### src/rtl/buffer_ctrl_pkg.sv
// -----------------------------------------------------------------------------
// buffer_ctrl_pkg
// Shared types and constants for the endpoint data buffer controller.
//   buf_op_t    : op encoding understood by the 64x8 register file
//   requester_t : identifies the two buffer requesters (A = AHB, B = USB)
//   ctrl_state_t: controller FSM states (SCRUB only used with BUFFER_SCRUB_EN)
// -----------------------------------------------------------------------------
package buffer_ctrl_pkg;

   localparam int BUF_DEPTH = 64;
   localparam int BUF_PTR_W = 6;

   typedef enum logic [1:0] {
      NOP   = 2'd0,
      WRITE = 2'd1,
      READ  = 2'd2
   } buf_op_t;

   typedef enum logic {
      REQ_A = 1'b0,
      REQ_B = 1'b1
   } requester_t;

   typedef enum logic {
      RUN   = 1'b0,
      SCRUB = 1'b1
   } ctrl_state_t;

endpackage

### src/rtl/data_buffer_controller_arb.sv
// -----------------------------------------------------------------------------
// rr_arbiter_2
// Two-way round-robin arbiter with eligibility masking.
//   clk, n_rst : clock, asynchronous active-low reset
//   hold       : suppress all grants this cycle (flush / scrub)
//   elig[1:0]  : eligible requests, bit 0 = port A, bit 1 = port B
//   grant[1:0] : one-hot (or zero) grant, combinational from elig
// Priority starts at A and always passes to the port that did not win.
// -----------------------------------------------------------------------------
module rr_arbiter_2
   import buffer_ctrl_pkg::*;
(
   input  logic       clk,
   input  logic       n_rst,
   input  logic       hold,
   input  logic [1:0] elig,
   output logic [1:0] grant
);

   requester_t prio;

   always_comb begin
      grant = 2'b00;
      if (!hold) begin
         case (elig)
            2'b01:   grant = 2'b01;
            2'b10:   grant = 2'b10;
            2'b11:   grant = (prio == REQ_A) ? 2'b01 : 2'b10;
            default: grant = 2'b00;
         endcase
      end
   end

   // A sole winner hands priority over just like a contended win does.
   always_ff @(posedge clk or negedge n_rst) begin
      if (!n_rst)
         prio <= REQ_A;
      else if (grant[0])
         prio <= REQ_B;
      else if (grant[1])
         prio <= REQ_A;
   end

endmodule

### src/rtl/data_buffer_controller.sv
// -----------------------------------------------------------------------------
// data_buffer_controller
// Sequencer/arbiter for the 64x8 endpoint data buffer register file. Shares the
// buffer as a FIFO between port A (AHB slave) and port B (USB protocol side).
//
// Ports:
//   clk, n_rst            clock, asynchronous active-low reset
//   flush                 synchronous clear of pointers and occupancy
//   a_req/a_wr/a_wdata    port A request (held until a_grant), 1=write
//   a_grant               port A accepted this cycle
//   a_rdata/a_rvalid      port A read byte, valid pulse one cycle after grant
//   b_*                   same set for port B
//   rf_op                 NOP/WRITE/READ to the register file
//   rf_write_data/_pointer, rf_read_pointer   register file address/data
//   rf_read_data          register file read byte, combinational
//   occupancy/empty/full  FIFO status
//   busy                  scrub in progress
//
// Optional feature macro BUFFER_SCRUB_EN: flush additionally zero-fills every
// buffer entry (one per cycle) before grants resume. Without it busy is 0.
// -----------------------------------------------------------------------------
module data_buffer_controller
   import buffer_ctrl_pkg::*;
#(
   parameter int DEPTH  = BUF_DEPTH,
   parameter int PTR_W  = BUF_PTR_W,
   parameter int DATA_W = 8
) (
   input  logic              clk,
   input  logic              n_rst,
   input  logic              flush,
   input  logic              a_req,
   input  logic              a_wr,
   input  logic [DATA_W-1:0] a_wdata,
   output logic              a_grant,
   output logic [DATA_W-1:0] a_rdata,
   output logic              a_rvalid,
   input  logic              b_req,
   input  logic              b_wr,
   input  logic [DATA_W-1:0] b_wdata,
   output logic              b_grant,
   output logic [DATA_W-1:0] b_rdata,
   output logic              b_rvalid,
   output logic [1:0]        rf_op,
   output logic [DATA_W-1:0] rf_write_data,
   output logic [PTR_W-1:0]  rf_write_pointer,
   output logic [PTR_W-1:0]  rf_read_pointer,
   input  logic [DATA_W-1:0] rf_read_data,
   output logic [PTR_W:0]    occupancy,
   output logic              empty,
   output logic              full,
   output logic              busy
);

   logic [PTR_W-1:0]  wptr, rptr;
   logic [PTR_W:0]    occ;
   logic [1:0]        elig, grant;
   logic              scrubbing, scrub_wr;
   logic [PTR_W-1:0]  scrub_cnt;
   logic              win_wr, do_wr, do_rd;
   logic [DATA_W-1:0] win_wdata;
   buf_op_t           op;

   assign occupancy = occ;
   assign empty     = (occ == '0);
   assign full      = (occ == (PTR_W+1)'(DEPTH));

   // Ineligible requests simply stay pending; they never reach the arbiter.
   assign elig[0] = a_req && (a_wr ? !full : !empty);
   assign elig[1] = b_req && (b_wr ? !full : !empty);

   rr_arbiter_2 u_arb (
      .clk   (clk),
      .n_rst (n_rst),
      .hold  (flush || scrubbing),
      .elig  (elig),
      .grant (grant)
   );

   assign a_grant   = grant[0];
   assign b_grant   = grant[1];
   assign win_wr    = grant[0] ? a_wr : b_wr;
   assign win_wdata = grant[0] ? a_wdata : b_wdata;
   assign do_wr     = (|grant) && win_wr;
   assign do_rd     = (|grant) && !win_wr;

`ifdef BUFFER_SCRUB_EN
   ctrl_state_t state, state_nxt;

   always_ff @(posedge clk or negedge n_rst) begin
      if (!n_rst) begin
         state     <= RUN;
         scrub_cnt <= '0;
      end else begin
         state <= state_nxt;
         // flush (re)starts the sweep from address 0
         if (flush)
            scrub_cnt <= '0;
         else if (state == SCRUB)
            scrub_cnt <= scrub_cnt + 1'b1;
      end
   end

   always_comb begin
      state_nxt = state;
      case (state)
         RUN:     if (flush) state_nxt = SCRUB;
         SCRUB:   if (!flush && scrub_cnt == PTR_W'(DEPTH-1)) state_nxt = RUN;
         default: state_nxt = RUN;
      endcase
   end

   assign scrubbing = (state == SCRUB);
   // A flush landing mid-scrub still yields a NOP cycle.
   assign scrub_wr  = scrubbing && !flush;
   assign busy      = scrubbing;
`else
   assign scrubbing = 1'b0;
   assign scrub_wr  = 1'b0;
   assign scrub_cnt = '0;
   assign busy      = 1'b0;
`endif

   // Pointer outputs idle at the current wptr/rptr so the register file
   // always sees a meaningful address.
   always_comb begin
      op               = NOP;
      rf_write_data    = '0;
      rf_write_pointer = wptr;
      rf_read_pointer  = rptr;
      if (scrub_wr) begin
         op               = WRITE;
         rf_write_pointer = scrub_cnt;
      end else if (do_wr) begin
         op            = WRITE;
         rf_write_data = win_wdata;
      end else if (do_rd) begin
         op = READ;
      end
   end

   assign rf_op = op;

   always_ff @(posedge clk or negedge n_rst) begin
      if (!n_rst) begin
         wptr <= '0;
         rptr <= '0;
         occ  <= '0;
      end else if (flush) begin
         wptr <= '0;
         rptr <= '0;
         occ  <= '0;
      end else if (do_wr) begin
         wptr <= wptr + 1'b1;
         occ  <= occ + 1'b1;
      end else if (do_rd) begin
         rptr <= rptr + 1'b1;
         occ  <= occ - 1'b1;
      end
   end

   // Read data is captured in the READ cycle; rvalid is not gated by flush so
   // a read granted just before a flush still completes.
   always_ff @(posedge clk or negedge n_rst) begin
      if (!n_rst) begin
         a_rdata  <= '0;
         a_rvalid <= 1'b0;
         b_rdata  <= '0;
         b_rvalid <= 1'b0;
      end else begin
         a_rvalid <= grant[0] && !a_wr;
         b_rvalid <= grant[1] && !b_wr;
         if (grant[0] && !a_wr) a_rdata <= rf_read_data;
         if (grant[1] && !b_wr) b_rdata <= rf_read_data;
      end
   end

endmodule

### config.mk
export PLATFORM = sky130hd
export DESIGN_NAME = data_buffer_controller
export DESIGN_NICKNAME = d
export VERILOG_FILES = /design/src/rtl/buffer_ctrl_pkg.sv /design/src/rtl/data_buffer_controller_arb.sv /design/src/rtl/data_buffer_controller.sv
export SDC_FILE = /design/constraint.sdc
export NUM_CORES = 1
export LEC_CHECK = 0
export ABC_AREA = 1
export CAP_MARGIN = 10
export CORE_ASPECT_RATIO = 1.2
export CORE_MARGIN = 2
export CORE_UTILIZATION = 35
export DETAILED_ROUTE_END_ITERATION = 7
export PLACE_DENSITY = 0.66
export SLEW_MARGIN = 20
export SYNTH_ARGS = -nofsm -noshare
export SYNTH_HDL_FRONTEND = slang
export SYNTH_HIERARCHICAL = 1
export SYNTH_SLANG_ARGS = --single-unit
### constraint.sdc
create_clock -name clk -period 2.8 [get_ports clk]
set_input_delay 0.28 -clock clk [delete_from_list [all_inputs] [get_ports clk]]
set_output_delay 0.28 -clock clk [all_outputs]
set_load 0.02 [all_outputs]
==> results of run 1 <==
-- metal layers --
metal,global-route usage,up-vias,wire [um],share of wire
met5,0,-,0,0
met4,0.04678,0,85,0.015
met3,0.05605,9,518,0.091
met2,0.2608,78,2579,0.45
met1,0.2172,982,2485,0.44
li1,-,1111,-,-
-- logic make-up after synthesis --
logic type                 count (synthesis)
AOI/OAI and AO/OA                         45
adders and majority gates                  9
and+or+nand+nor                          132
xor gates and xnor gates                   4
other                                      1
buffers and inverters                     50
DFF                                       38
-- final cells by class --
class	count	area (um2)	share of cell area
tap	82	102.6	0.02933
multi-input combinational	192	1147	0.3280
clock inverter	1	5.005	0.001431
sequential	38	955.9	0.2732
inverter	44	170.2	0.04864
clock buffer	7	86.33	0.02468
timing repair buffer	111	1031	0.2947
-- worst min-delay path by stage --
| stage | slack (ns) | cells past startpoint | start | to |
|---|---|---|---|---|
| after global routing | 0.16 | 1 | n_rst | b_rdata[6] |
| after floorplan | -0.02 | 0 | n_rst | a_rdata[0] |
| after detailed placement | 0.45 | 1 | n_rst | a_rdata[6] |
| final | 0.11 | 1 | n_rst | a_rdata[6] |
| after CTS | 0.13 | 1 | n_rst | b_rdata[7] |
| after global placement | 0.44 | 1 | n_rst | a_rdata[6] |
-- critical path, stage by stage, from the launching register on --
cell	delay, ns
sky130_fd_sc_hd__dfrtp_2	0.41
sky130_fd_sc_hd__inv_2	0.07
sky130_fd_sc_hd__nand4_1	0.11
sky130_fd_sc_hd__buf_6	0.16
sky130_fd_sc_hd__nor3_4	0.12
sky130_fd_sc_hd__nand2_1	0.07
sky130_fd_sc_hd__nand2_1	0.06
sky130_fd_sc_hd__nor2_1	0.05
sky130_fd_sc_hd__nand2_1	0.08
sky130_fd_sc_hd__nand3_2	0.09
sky130_fd_sc_hd__inv_4	0.11
sky130_fd_sc_hd__nor2_2	0.05
sky130_fd_sc_hd__inv_2	0.14
sky130_fd_sc_hd__nand2_8	0.09
sky130_fd_sc_hd__buf_8	0.15
sky130_fd_sc_hd__ha_4	0.29
sky130_fd_sc_hd__nand2_2	0.08
sky130_fd_sc_hd__nor2_4	0.11
sky130_fd_sc_hd__o21ai_1	0.07
sky130_fd_sc_hd__nand2_1	0.06
sky130_fd_sc_hd__nand2_1	0.05
sky130_fd_sc_hd__nand3_1	0.07
sky130_fd_sc_hd__nand2_1	0.05
-- repair_timing --
item                                    4_1_cts  5_1_grt
endpoints found under the setup margin       11       16
setup buffers                                 0        6
gates resized for setup                      12       17
pin swaps                                     0       10
cloned                                        0        1
-- registers in the layout (all words and copies together) (netlist names) --
signal / count
a_rdata: 8
b_rdata: 8
occupancy: 7
rf_read_pointer: 6
rf_write_pointer: 6
a_rvalid: 1
b_rvalid: 1
u_arb/prio: 1
-- power breakdown --
group / switching (mW) / internal (mW)
sequential: 0.110 / 0.713
clock: 0.189 / 0.199
combinational: 0.951 / 0.837
-- metrics by stage --
step	cells	area (um2)
floorplan	279	2282
global placement	460	3308
detailed placement	460	3308
CTS	468	3393
global route	475	3498
finish	475	3498
-- synthesized netlist by cell type, drive strengths merged --
master	count
conb	1
fa	1
ha	8
nand4	7
or2	1
nor4	2
nand3b	2
xor2	3
o21ai	28
dfrtp	38
nand2	89
inv	43
buf	6
clkinv	1
nor2	12
xnor2	1
o22ai	3
nand3	11
nor3	8
a21oi	14
==> qor.txt, run 1 <==
Status -> complete, no violations
Sequential share of the synthesized area -> 0.4388
Critical path capture point type -> flip-flop
DRC errors left -> 0
Startpoint-to-endpoint class of the critical path -> reg2reg
Antenna violations before repair -> 0
Root buffer selected by CTS -> sky130_fd_sc_hd__clkbuf_8
Critical Path Source Type -> flip-flop
Max H-tree Level -> 2
Post-synth top area cell -> sky130_fd_sc_hd__dfrtp_1
Final setup skew -> 0.005645 ns
Worst reg2reg startpoint -> occupancy[1]
Average wire per standard cell -> 11.93 um
Die Ht -> 90.20 um
Time the final worst path needs with I/O delays and setup -> 2.634 ns
Depth of the most critical reg-to-reg path -> 22
Synth Area in Compound Gates -> 0.1091
Post-placement worst setup slack -> -0.08694 ns
Worst path setup slack after routing -> 0.1661 ns
Remaining global-route overflow -> 0
Synthesized-area fraction occupied by adder cells -> 0.05543
Total count of max-transition violations in the final report -> 0
Starting density of the core -> 0.3605
Commonest non-fill, non-tap cell in the layout -> sky130_fd_sc_hd__nand2_1
Io pins -> 83
P per Cell Area -> 857.1 nW/um2
Portion of the clock cycle consumed by the worst path in the final layout -> 0.9407
Register-to-Register Setup Slack -> 0.17 ns
Post-layout nets -> 432
Buffer depth of the longest clock path -> 2
Port bufs -> 81
Die Span X -> 75.83 um
Synth Area per Inst -> 7.767 um2
Post-synthesis sequential element count -> 38
Cell row count -> 31
Total negative slack for setup checks -> 0 ns
Area of the core -> 6012 um2
CTS Buf Count -> 5
Largest cells by area after synthesis -> sky130_fd_sc_hd__dfrtp_1 44%, sky130_fd_sc_hd__nand2_1 14%, sky130_fd_sc_hd__inv_1 6.6%
Endpoint required time on the critical path -> 2.98 ns
1st-iter DRT viols -> 99
Util after Layout -> 0.5819
TritonCTS Sinks -> 38
Gate count after technology mapping -> 279
Number of nets with antenna violations after routing -> 0
Worst-case headroom to the max-slew limit -> 0.4241
Maximum resistive drop on vdd -> 0.0005075 V
Xor/xnor cell area share of the yosys netlist -> 0.01617
1st-pass router iterations -> 4
Distinct cell type count of the synthesized netlist -> 31
TritonCTS clock tree -> built
Vias per inst -> 4.589
Clock insertion delay at the later pin of the skew report -> 0.29 ns
Proportion of layout cells with a drive suffix above 1 -> 0.2163
YS warnings -> 6
Number of endpoints failing setup at the final stage -> 0
CP endpoint -> occupancy[6]
Worst setup path startpoint -> occupancy[1]
Mapped Nets -> 319
Clock slew at reported path FFs -> 0.07 ns
Post-Synthesis Cell Area -> 2167 um2
Area growth, synth to finish -> 61.43%
Vias post-DR -> 2180
Global router's overall resource usage -> 0.1670
GPL Wtd Cong -> 0.8059
Multiplexer share of the synthesized area -> 0
Number of violations of the max-capacitance limit -> 0
Number of hold-slack violations in the final timing report -> 0
Area share of the largest cell type after synthesis -> 0.4388
Final hold slack -> 0.1059 ns
Static leakage -> 1.686 nW
Terminus of the critical flop-to-flop path -> occupancy[6]
Number of global-route vias before repair -> 2080
First-pass GRT wire length -> 9059 um
Highest attainable clock frequency -> 379.7 MHz
Number of antenna cells inserted -> 0
Maximum fanout encountered on the critical timing path -> 6
Floorplan die area -> 6839 um2
Total power draw -> 2.999 mW
Maximum number of pins on one net before global-route repair -> 39
Routed Wire Length -> 5669 um
Detailed-placement wirelength estimate -> 4235 um
Layout filler cell count -> 541
Hold Path Class -> in2async
Largest family of logic cells by synthesized area -> simple AND/OR/NAND/NOR gates
Hold buffer count at cts -> 0
Measured slew at the worst slew-check pin -> 0.8639 ns
Arrival time of the worst setup path -> 2.81 ns
Highest-count cells in the layout ignoring fill and taps -> 79 x sky130_fd_sc_hd__nand2_1, 69 x sky130_fd_sc_hd__clkdlybuf4s50_1, 34 x sky130_fd_sc_hd__dfrtp_1
Share of synthesized cell area in and, or, nand and nor gates -> 0.2766
(Power assumes the default switching activity.)
==> inputs of run 2 (changes only) <==
--- a/config.mk
+++ b/config.mk
@@ -6,7 +6,6 @@
 export NUM_CORES = 1
 export LEC_CHECK = 0
 export ABC_AREA = 1
-export CAP_MARGIN = 10
 export CORE_ASPECT_RATIO = 1.2
 export CORE_MARGIN = 2
 export CORE_UTILIZATION = 35
==> results of run 2 <==
Same layout as run 1: the final DEF is identical, and so are final timing and power.
==> inputs of run 3 (changes only) <==
--- a/config.mk
+++ b/config.mk
@@ -7,7 +7,6 @@
 export LEC_CHECK = 0
 export ABC_AREA = 1
 export CORE_ASPECT_RATIO = 1.2
-export CORE_MARGIN = 2
 export CORE_UTILIZATION = 35
 export DETAILED_ROUTE_END_ITERATION = 7
 export PLACE_DENSITY = 0.66
==> run 3 against run 2 <==
Global-route usage grew 1.2 points. Design area is 1.8% higher. Core utilization is 1.0 points higher. Register-to-register slack worse by 0.05 ns. Clock skew is 0.0013 ns higher. Routed wire length increased by 4.5%. Critical path depth is 8 lower. Clock power rose by 5.4%. Final cell count grew 0.63%. Count of clock-buffer cells in the layout down 1. Critical path type is now reg2out. Non-clock buffer count is 3 higher.
==> qor.txt, run 3 (synthesis results as in run 1) <==
Maximum fanout encountered on the critical timing path -> 10
Maximum number of pins on one net before global-route repair -> 39
Arrival time of the worst setup path -> 2.42 ns
Die Ht -> 88.20 um
Port bufs -> 81
1st-pass router iterations -> 4
Worst reg2reg startpoint -> occupancy[1]
Post-layout nets -> 435
Portion of the clock cycle consumed by the worst path in the final layout -> 0.9637
TritonCTS clock tree -> built
DRC errors left -> 0
Total count of max-transition violations in the final report -> 0
Static leakage -> 1.690 nW
Die Span X -> 73.83 um
Clock insertion delay at the later pin of the skew report -> 0.30 ns
Floorplan die area -> 6511 um2
CTS Buf Count -> 5
First-pass GRT wire length -> 8880 um
Clock slew at reported path FFs -> 0.07 ns
Cell row count -> 31
Status -> complete, no violations
Average wire per standard cell -> 12.39 um
Endpoint required time on the critical path -> 2.52 ns
Register-to-Register Setup Slack -> 0.12 ns
Hold buffer count at cts -> 0
Area of the core -> 6012 um2
Worst path setup slack after routing -> 0.1016 ns
Global router's overall resource usage -> 0.1785
Terminus of the critical flop-to-flop path -> occupancy[2]
CP endpoint -> rf_write_data[6]
Placed Instances -> 459
Final hold slack -> 0.09503 ns
Time the final worst path needs with I/O delays and setup -> 2.698 ns
Non-Filler Instances -> 478
Total negative slack for setup checks -> 0 ns
Maximum resistive drop on vdd -> 0.0005731 V
P per Cell Area -> 870.9 nW/um2
Highest attainable clock frequency -> 370.6 MHz
Remaining global-route overflow -> 0
Highest-count cells in the layout ignoring fill and taps -> 76 x sky130_fd_sc_hd__nand2_1, 69 x sky130_fd_sc_hd__clkdlybuf4s50_1, 34 x sky130_fd_sc_hd__dfrtp_1
Startpoint-to-endpoint class of the critical path -> reg2out
GPL Wtd Cong -> 0.8172
Number of hold-slack violations in the final timing report -> 0
Commonest non-fill, non-tap cell in the layout -> sky130_fd_sc_hd__nand2_1
Worst setup path startpoint -> occupancy[1]
Vias post-DR -> 2262
Hold Path Class -> in2async
Io pins -> 83
Vias per inst -> 4.732
Critical path capture point type -> output port
TritonCTS Sinks -> 38
Final setup skew -> 0.006946 ns
Number of endpoints failing setup at the final stage -> 0
Worst-case headroom to the max-slew limit -> 0.4231
Util after Layout -> 0.5921
Number of nets with antenna violations after routing -> 0
Starting density of the core -> 0.3605
Buffer depth of the longest clock path -> 2
Max H-tree Level -> 2
Setup repair after global routing missed its margin -> true
Measured slew at the worst slew-check pin -> 0.8653 ns
Layout filler cell count -> 539
Detailed-placement wirelength estimate -> 4231 um
Routed Wire Length -> 5924 um
Critical Path Source Type -> flip-flop
Depth of the most critical reg-to-reg path -> 19
Area growth, synth to finish -> 64.26%
Number of antenna cells inserted -> 0
Proportion of layout cells with a drive suffix above 1 -> 0.2323
1st-iter DRT viols -> 87
Post-placement worst setup slack -> -0.08834 ns
Root buffer selected by CTS -> sky130_fd_sc_hd__clkbuf_8
Number of violations of the max-capacitance limit -> 0
Number of global-route vias before repair -> 1976
Antenna violations before repair -> 0
-- run 3: cell count changes in the layout (fill, tap and decap cells not counted), moves of 2 or more --
| cell | change |
|---|---|
| sky130_fd_sc_hd__buf_4 | +3 |
| sky130_fd_sc_hd__inv_2 | -3 |
| sky130_fd_sc_hd__clkdlybuf4s15_1 | +2 |
| sky130_fd_sc_hd__dlygate4sd2_1 | -2 |
| sky130_fd_sc_hd__nand2_1 | -3 |
| sky130_fd_sc_hd__nand2_4 | +3 |
| sky130_fd_sc_hd__inv_4 | +3 |
-- run 3: stage by stage --
step / total power, mW / area, um2
floorplan: 1.791 / 2282
global route: 3.298 / 3560
finish: 3.100 / 3560
CTS: 2.904 / 3388
detailed placement: 2.493 / 3301
global placement: 2.478 / 3301
-- run 3: what timing repair did --
action / 4_1_cts / 5_1_grt
buffers inserted: 0 / 10
pin swaps: 0 / 16
resized for setup: 13 / 31
endpoints found under the setup margin: 13 / 15
cloned: 0 / 1
-- run 3: layout make-up --
type                       instances  area (um2)  share of cell area
inverter                          44       177.7             0.04991
sequential                        38       955.9              0.2685
clock inverter                     2       12.51            0.003515
clock buffer                       6       82.58             0.02320
multi-input combinational        192        1180              0.3315
timing repair buffer             114        1049              0.2946
tap                               82       102.6             0.02882
-- run 3: power breakdown --
group          internal, mW  switching (mW)
combinational         0.879           0.995
sequential            0.712           0.106
clock                 0.198           0.210
-- run 3: critical path: stages (launching register included) --
cell	delay, ns
sky130_fd_sc_hd__dfrtp_2	0.43
sky130_fd_sc_hd__inv_2	0.07
sky130_fd_sc_hd__nand4_1	0.12
sky130_fd_sc_hd__buf_6	0.16
sky130_fd_sc_hd__nor3_4	0.12
sky130_fd_sc_hd__nand2_1	0.09
sky130_fd_sc_hd__nand2_2	0.08
sky130_fd_sc_hd__nor2_2	0.04
sky130_fd_sc_hd__nand2_1	0.08
sky130_fd_sc_hd__nand3_2	0.09
sky130_fd_sc_hd__inv_4	0.12
sky130_fd_sc_hd__buf_4	0.19
sky130_fd_sc_hd__nand2_1	0.06
sky130_fd_sc_hd__a21oi_1	0.14
sky130_fd_sc_hd__dlygate4sd2_1	0.35
-- run 3: per-layer routing --
metal  up-vias  track usage  part of all wire  routed length (um)
li1       1120            -                 -                   -
met1      1042       0.2149              0.41                2442
met2        92       0.3003              0.49                2880
met3         8      0.05869             0.089                 526
met4         0      0.05769             0.012                  74
met5         -            0                 0                   0
-- run 3: how the worst min path moves through the flow --
stage,cells past startpoint,endpoint,from
CTS,1,b_rvalid,n_rst
floorplan,0,a_rdata[0],n_rst
global placement,1,b_rdata[6],n_rst
global route,1,b_rdata[5],n_rst
detailed placement,1,b_rdata[6],n_rst
finish,1,b_rdata[5],n_rst
==> RTL edit 1: new RTL, config.mk and constraints of run 1 <==
Add a define of `BUFFER_SCRUB_EN`.
--- a/src/rtl/data_buffer_controller.sv
+++ b/src/rtl/data_buffer_controller.sv
@@ -20,4 +20,6 @@
 // buffer entry (one per cycle) before grants resume. Without it busy is 0.
 // -----------------------------------------------------------------------------
+`define BUFFER_SCRUB_EN
+
 module data_buffer_controller
    import buffer_ctrl_pkg::*;
Formal check against the unedited RTL: not equivalent (Yosys sat finds a counterexample within 4 cycles, from zero or initial values and one cycle with n_rst low).
==> RTL edit 1 against run 1 <==
The flow now finishes with violations (hold timing). Sequential cell count increased by 7. Die area up 17%. Via count rose by 16%. Setup slack worse by 0.024 ns. Final area is 12% higher. Wire length grew 17%. Area after synthesis rose by 18%. Critical path type is now flip-flop to output pin.
Power is not compared: it rests on default switching activity, and its combinational part moved more than twofold at a synthesized area within 25%.
==> RTL edit 1: results (changes against run 1) <==
.. list-table::
   :header-rows: 1

   * - Metric
     - Value
   * - CP Data Arrival Time
     - 2.38 ns (-0.43 ns)
   * - Number of cells in the design after placement
     - 536 (+17%)
   * - Largest net degree at the start of global routing
     - 46 (+18%)
   * - Fillcell total
     - 697 (+29%)
   * - Register area share after synthesis
     - 43.9% (+0.044 points)
   * - Share of synthesized flip-flops with an asynchronous set or reset
     - 100% (unchanged)
   * - Maximum number of buffers from clock root to sink
     - 2 (unchanged)
   * - Dominant delay contributor by cell family on the critical path
     - buffers and inverters
   * - Final-layout setup total negative slack
     - 0 ns (unchanged)
   * - Antenna violations before repair
     - 0 (unchanged)
   * - Pre-CTS WS
     - -0.101 ns (-0.0146 ns)
   * - Global-route wire length before repair
     - 10.7 mm (+18%)
   * - Max stage delay on crit path
     - 0.60 ns (+0.19 ns)
   * - Final HPWL from detailed placement
     - 5.10 mm (+20%)
   * - Min Hold Slack
     - -0.0257 ns (-0.132 ns)
   * - H-tree depth
     - 2 (unchanged)
   * - Clock transition at the registers of the reported paths
     - 0.08 ns
   * - Layout Skew
     - 0.00633 ns (+0.000680 ns)
   * - Placer congestion estimate
     - 0.840 (+4.2%)
   * - Hold Vio Cnt, Final
     - 45 (+45)
   * - Outcome
     - finished with violations
   * - Commonest cells in the synthesized netlist
     - nand2_1, inv_1, dfrtp_1, o21ai_0, nor2_1
   * - CTS root buffer
     - clkbuf_8
   * - Standard cell area after detailed placement
     - 0.00378 mm² (+14%)
   * - Max cap viols
     - 0 (unchanged)
   * - Latest clock arrival within the worst-skew pair
     - 0.30 ns
   * - Number of DRC markers after the initial detailed-route iteration
     - 83 (-16%)
   * - Syn_nets
     - 380 (+19%)
   * - Count of buffers from port buffering
     - 82 (+1.2%)
   * - Violated checks
     - hold timing
   * - Overall track demand over capacity in global routing
     - 16.9% (+0.16 points)
   * - Vias
     - 2520 (+16%)
   * - Routed len/inst
     - 12.1 µm (+1.2%)
   * - Number of nets in the layout
     - 497 (+15%)
   * - Number of clock buffers inserted by TritonCTS
     - 5 (unchanged)
   * - Fraction of layout instances using a drive strength above 1
     - 20.1% (-1.5 points)
   * - Path class of the lowest-slack min-delay path
     - input port to asynchronous set/reset pin
   * - Leading cell types by total area after synthesis
     - dfrtp_1, nand2_1, inv_1
   * - Leading register cell type out of synthesis
     - dfrtp_1
   * - Number of distinct library cell variants in the gate-level netlist after synthesis
     - 30 (-3.2%)
   * - Number of detailed-route iterations in the first pass
     - 4 (unchanged)
   * - Total routed wirelength
     - 6.61 mm (+17%)
   * - Slew at the pin closest to its max-slew limit
     - 0.572 ns (-0.292 ns)
   * - Slowest stage cell on the critical path
     - clkdlybuf4s50_1
   * - Crit Path Max Fanout
     - 5 (-1)
   * - Number of global-route vias before repair
     - 2413 (+16%)
   * - Yosys warning count
     - 6 (unchanged)
   * - Mean post-synth cell area
     - 7.56 µm² (-2.6%)
   * - Antenna diode count
     - 0 (unchanged)
   * - Lkg Pwr
     - 1.87 nW
## RTL edit 1: changes by cell type in the layout (fill, tap and decap cells not counted), sizes merged, moves of 7 or more
cell	change
dfrtp	+7
buf	+13
o21ai	+7
nand2	+13
dlygate4sd2	-7
nor2	+22
## RTL edit 1: path summary, 6_finish.rpt
check / end / start / depth (start not counted) / slack [ns]
setup / recovery: a_grant / occupancy[2]$_DFFE_PN0P_ / 12 / 0.14
hold / removal: rf_read_pointer[4]$_DFFE_PN0P_ / n_rst / 1 / -0.03
setup reg to reg: occupancy[6]$_DFFE_PN0P_ / occupancy[2]$_DFFE_PN0P_ / 23 / 0.17
hold reg to reg: b_rdata[1]$_DFFE_PN0P_ / b_rdata[1]$_DFFE_PN0P_ / 2 / 0.49
max in group asynchronous: occupancy[0]$_DFFE_PN0P_ / n_rst / 1 / 2.40
min in group clk: b_rdata[1]$_DFFE_PN0P_ / b_rdata[1]$_DFFE_PN0P_ / 2 / 0.49
## RTL edit 1: timing repair
action | in CTS | in global routing
setup buffers | 0 | 3
pin swaps | 0 | 11
hold endpoints to repair | 0 | 0
setup endpoints to repair | 10 | 16
hold buffers | 0 | 0
gates resized for setup | 38 | 24
## RTL edit 1: logic make-up after synthesis
kind of cell | Yosys count | synth area share, %
AO/OA/AOI/OAI | 58 | 12.3
AND/OR/NAND/NOR | 168 | 29.0
buffers and inverters | 56 | 8.88
XOR/XNOR | 2 | 0.683
flip-flops | 45 | 43.9
adder cells (fa/ha/maj) | 10 | 5.17
## RTL edit 1: power by group
part / switching, W / leakage (nW) / internal [W]
Combinational: 0.0000774 / 1.23 / 0.0000815
Sequential: 0.0000118 / 0.609 / 0.000666
Clock: 0.000227 / 0.0374 / 0.000176
Total: 0.000316 / 1.87 / 0.000923
## RTL edit 1: final cells by class
class | count | area, µm² | area share (%)
well taps | 90 | 113 | 2.87
multi-input cells | 238 | 1330 | 33.9
inverters | 50 | 195 | 4.98
flip-flops and latches | 45 | 1130 | 28.9
repair buffers | 116 | 1060 | 27.1
clock inverters | 2 | 15.0 | 0.383
clock buffers | 6 | 72.6 | 1.85
## RTL edit 1: per-layer routing
metal,GRT usage (%),vias up,wire length (µm)
met3,3.05,4,356
met4,5.13,0,68
met1,21.8,1136,2980
met5,0,-,0
met2,28.3,63,3200
li1,-,1317,-
==> RTL edit 2: new RTL, config.mk and constraints of run 1 <==
Without the edit above. Set the parameter `DATA_W` to 10 (it was 8).
--- a/src/rtl/data_buffer_controller.sv
+++ b/src/rtl/data_buffer_controller.sv
@@ -25,5 +25,5 @@
    parameter int DEPTH  = BUF_DEPTH,
    parameter int PTR_W  = BUF_PTR_W,
-   parameter int DATA_W = 8
+   parameter int DATA_W = 10
 ) (
    input  logic              clk,
Interface: changed (6 resized); port bits go from 83 to 95. No check against the original RTL was run, so the function may have changed too.
==> RTL edit 2 against run 1 <==
Area after synthesis rose by 8.5%. Highest routed layer unchanged. Hold slack improved by 0.024 ns. Total power rose by 12%. Setup slack lost 0.11 ns. Wire length up 12%. Final area up 8.9%. Critical path type is now flip-flop to output pin. Count of clock-buffer cells in the layout fell by 1. Combinational power is 4% higher. Sequential cell count increased by 4. Utilization is 0.91 points higher. Sequential power rose by 12%. Largest power group unchanged.
==> RTL edit 2: results (changes against run 1) <==
.. list-table::
   :header-rows: 1

   * - Metric
     - Value
   * - Outcome
     - completed
   * - Antenna diode count
     - 0 (unchanged)
   * - Number of clock buffers inserted by TritonCTS
     - 5 (unchanged)
   * - Fillcell total
     - 585 (+8.1%)
   * - Startpoint types
     - flip-flop
   * - Number of DRC markers after the initial detailed-route iteration
     - 65 (-34%)
   * - Number of distinct library cell variants in the gate-level netlist after synthesis
     - 28 (-9.7%)
   * - Standard cell area after detailed placement
     - 0.00359 mm² (+8.7%)
   * - Detail-routed via count per cell
     - 4.63 (+0.90%)
   * - Number of detailed-route iterations in the first pass
     - 4 (unchanged)
   * - Met1 routed wirelength after detailed routing
     - 2.72 mm (+9.6%)
   * - H-tree depth
     - 2 (unchanged)
   * - Launching point of the worst reg2reg path
     - occupancy[2]$_DFFE_PN0P_
   * - Lkg Pwr
     - 1.81 nW (+7.4%)
   * - Final HPWL from detailed placement
     - 4.79 mm (+13%)
   * - Syn_nets
     - 353 (+11%)
   * - Yosys warning count
     - 6 (unchanged)
   * - Antenna violations before repair
     - 0 (unchanged)
   * - Largest net degree at the start of global routing
     - 43 (+10%)
   * - Share of synthesized flip-flops with an asynchronous set or reset
     - 100% (unchanged)
   * - Detailed route wirelength on metal3
     - 511 µm (-1.4%)
   * - Overflow left after global routing
     - 0 (unchanged)
   * - Top routing layer in use
     - met4
   * - Power per standard cell area
     - 885 mW/mm² (+3.2%)
   * - CP Data Arrival Time
     - 2.46 ns (-0.35 ns)
   * - Fraction of layout instances using a drive strength above 1
     - 19.3% (-2.3 points)
   * - Total routed wirelength
     - 6.34 mm (+12%)
   * - Leading cell types by total area after synthesis
     - dfrtp_1, nand2_1, inv_1
   * - Clock transition at the registers of the reported paths
     - 0.08 ns
   * - Number of cells in the design after placement
     - 493 (+7.2%)
   * - Cell depth of the worst flop-to-flop path
     - 22 (unchanged)
   * - Latest clock arrival within the worst-skew pair
     - 0.28 ns
   * - CTS root buffer
     - clkbuf_8
   * - Crit Path Max Fanout
     - 7 (+1)
   * - Path class of the lowest-slack min-delay path
     - input port to asynchronous set/reset pin
   * - Placer congestion estimate
     - 0.804 (-0.27%)
   * - Relative slew slack
     - 38.4% (-4.0 points)
   * - Number of global-route vias before repair
     - 2255 (+8.4%)
   * - Layout Skew
     - 0.00471 ns (-0.000937 ns)
   * - Overall track demand over capacity in global routing
     - 16.7% (-0.030 points)
   * - Register area share after synthesis
     - 44.7% (+0.82 points)
   * - Maximum number of buffers from clock root to sink
     - 2 (unchanged)
   * - Mean post-synth cell area
     - 7.66 µm² (-1.4%)
   * - Peak supply drop
     - 488 µV (-3.8%)
   * - Count of buffers from port buffering
     - 93 (+15%)
   * - Leading register cell type out of synthesis
     - dfrtp_1
   * - Non-Filler Instances
     - 509 (+7.2%)
   * - Number of nets in the layout
     - 469 (+8.6%)
   * - Met2 WL
     - 3.05 mm (+18%)
   * - Global-route wire length before repair
     - 9.96 mm (+10%)
   * - Commonest cells in the synthesized netlist
     - nand2_1, inv_1, dfrtp_1, o21ai_0, a21oi_1
[RTL edit 2: cell types whose count changed in the layout (fill, tap and decap cells not counted), moves of 4 or more]
cell / run 1 / this run
nand2_1: 79 / 86
dlygate4sd2_1: 7 / 3
clkdlybuf4s50_1: 69 / 79
buf_4: 28 / 23
nor3_1: 4 / 8
o21ai_0: 19 / 29
inv_1: 33 / 37
o21ai_1: 9 / 2
[RTL edit 2: layout make-up]
type                    instances  area share [%]
clock buffers                   6            2.17
clock inverters                 2            1.58
inverters                      46            4.79
multi-input cells             210            31.8
flip-flops and latches         42            27.8
well taps                      85            2.79
repair buffers                118            29.1
[RTL edit 2: logic make-up after synthesis]
logic type      Yosys count  synth area share, %
xor+xnor                  4                 1.49
flops                    42                 44.7
simple gates            145                 28.2
fa+ha+maj                 9                 5.11
compound gates           50                 10.9
other cells               1                0.160
buf+inv                  56                 9.47
[RTL edit 2: layer usage]
layer / up-vias / global-route usage, %
met5: - / 0
met4: 0 / 3.02
met3: 5 / 5.38
met2: 81 / 29.3
met1: 1061 / 20.1
li1: 1210 / -
[RTL edit 2: power by group]
part | internal, W | switching (W) | total (W)
combinational | 0.000877 | 0.000989 | 0.00187
sequential | 0.000798 | 0.000125 | 0.000924
clock | 0.000380 | 0.000201 | 0.000581
[RTL edit 2: final timing paths]
kind,slack (ns),to
max,0.06,rf_write_data[4]
min,0.13,rf_read_pointer[5]$_DFFE_PN0P_
max reg2reg,0.09,occupancy[6]$_DFFE_PN0P_
min reg2reg,0.49,a_rdata[7]$_DFFE_PN0P_
max in group asynchronous,2.04,occupancy[4]$_DFFE_PN0P_
min in group clk,0.49,a_rdata[7]$_DFFE_PN0P_
[RTL edit 2: through the flow]
| stage | hold slack, ns | setup TNS, ns | setup WS [ns] | power [W] |
|---|---|---|---|---|
| detailed placement | 0.475 | -0.746 | -0.0970 | 0.00269 |
| floorplan | -0.0156 | -0.0604 | -0.0474 | 0.00194 |
| global placement | 0.468 | 0 | 0.0108 | 0.00267 |
| global route | 0.211 | -0.491 | -0.0925 | 0.00359 |
| finish | 0.130 | 0 | 0.0560 | 0.00337 |
| CTS | 0.161 | 0 | 0.00284 | 0.00329 |
[RTL edit 2: timing repair]
| action | in CTS | in global routing |
|---|---|---|
| pin swaps | 2 | 11 |
| cloned | 0 | 1 |
| buffers inserted | 0 | 7 |
| gates resized for setup | 22 | 20 |
| setup endpoints to repair | 15 | 16 |
[RTL edit 2: critical path: stages (launching register included)]
cell and delay [ns]:
dfrtp_2 0.40, inv_1 0.08, nand4_1 0.12, buf_6 0.15, nor3_4 0.19, nand2_1 0.07, nand2_1 0.06, nor2_1 0.05
nand2_1 0.08, nand3_2 0.11, inv_4 0.11, nand2_4 0.05, nand2_4 0.12, nand2_8 0.09, a21oi_1 0.16, clkdlybuf4s15_1 0.32
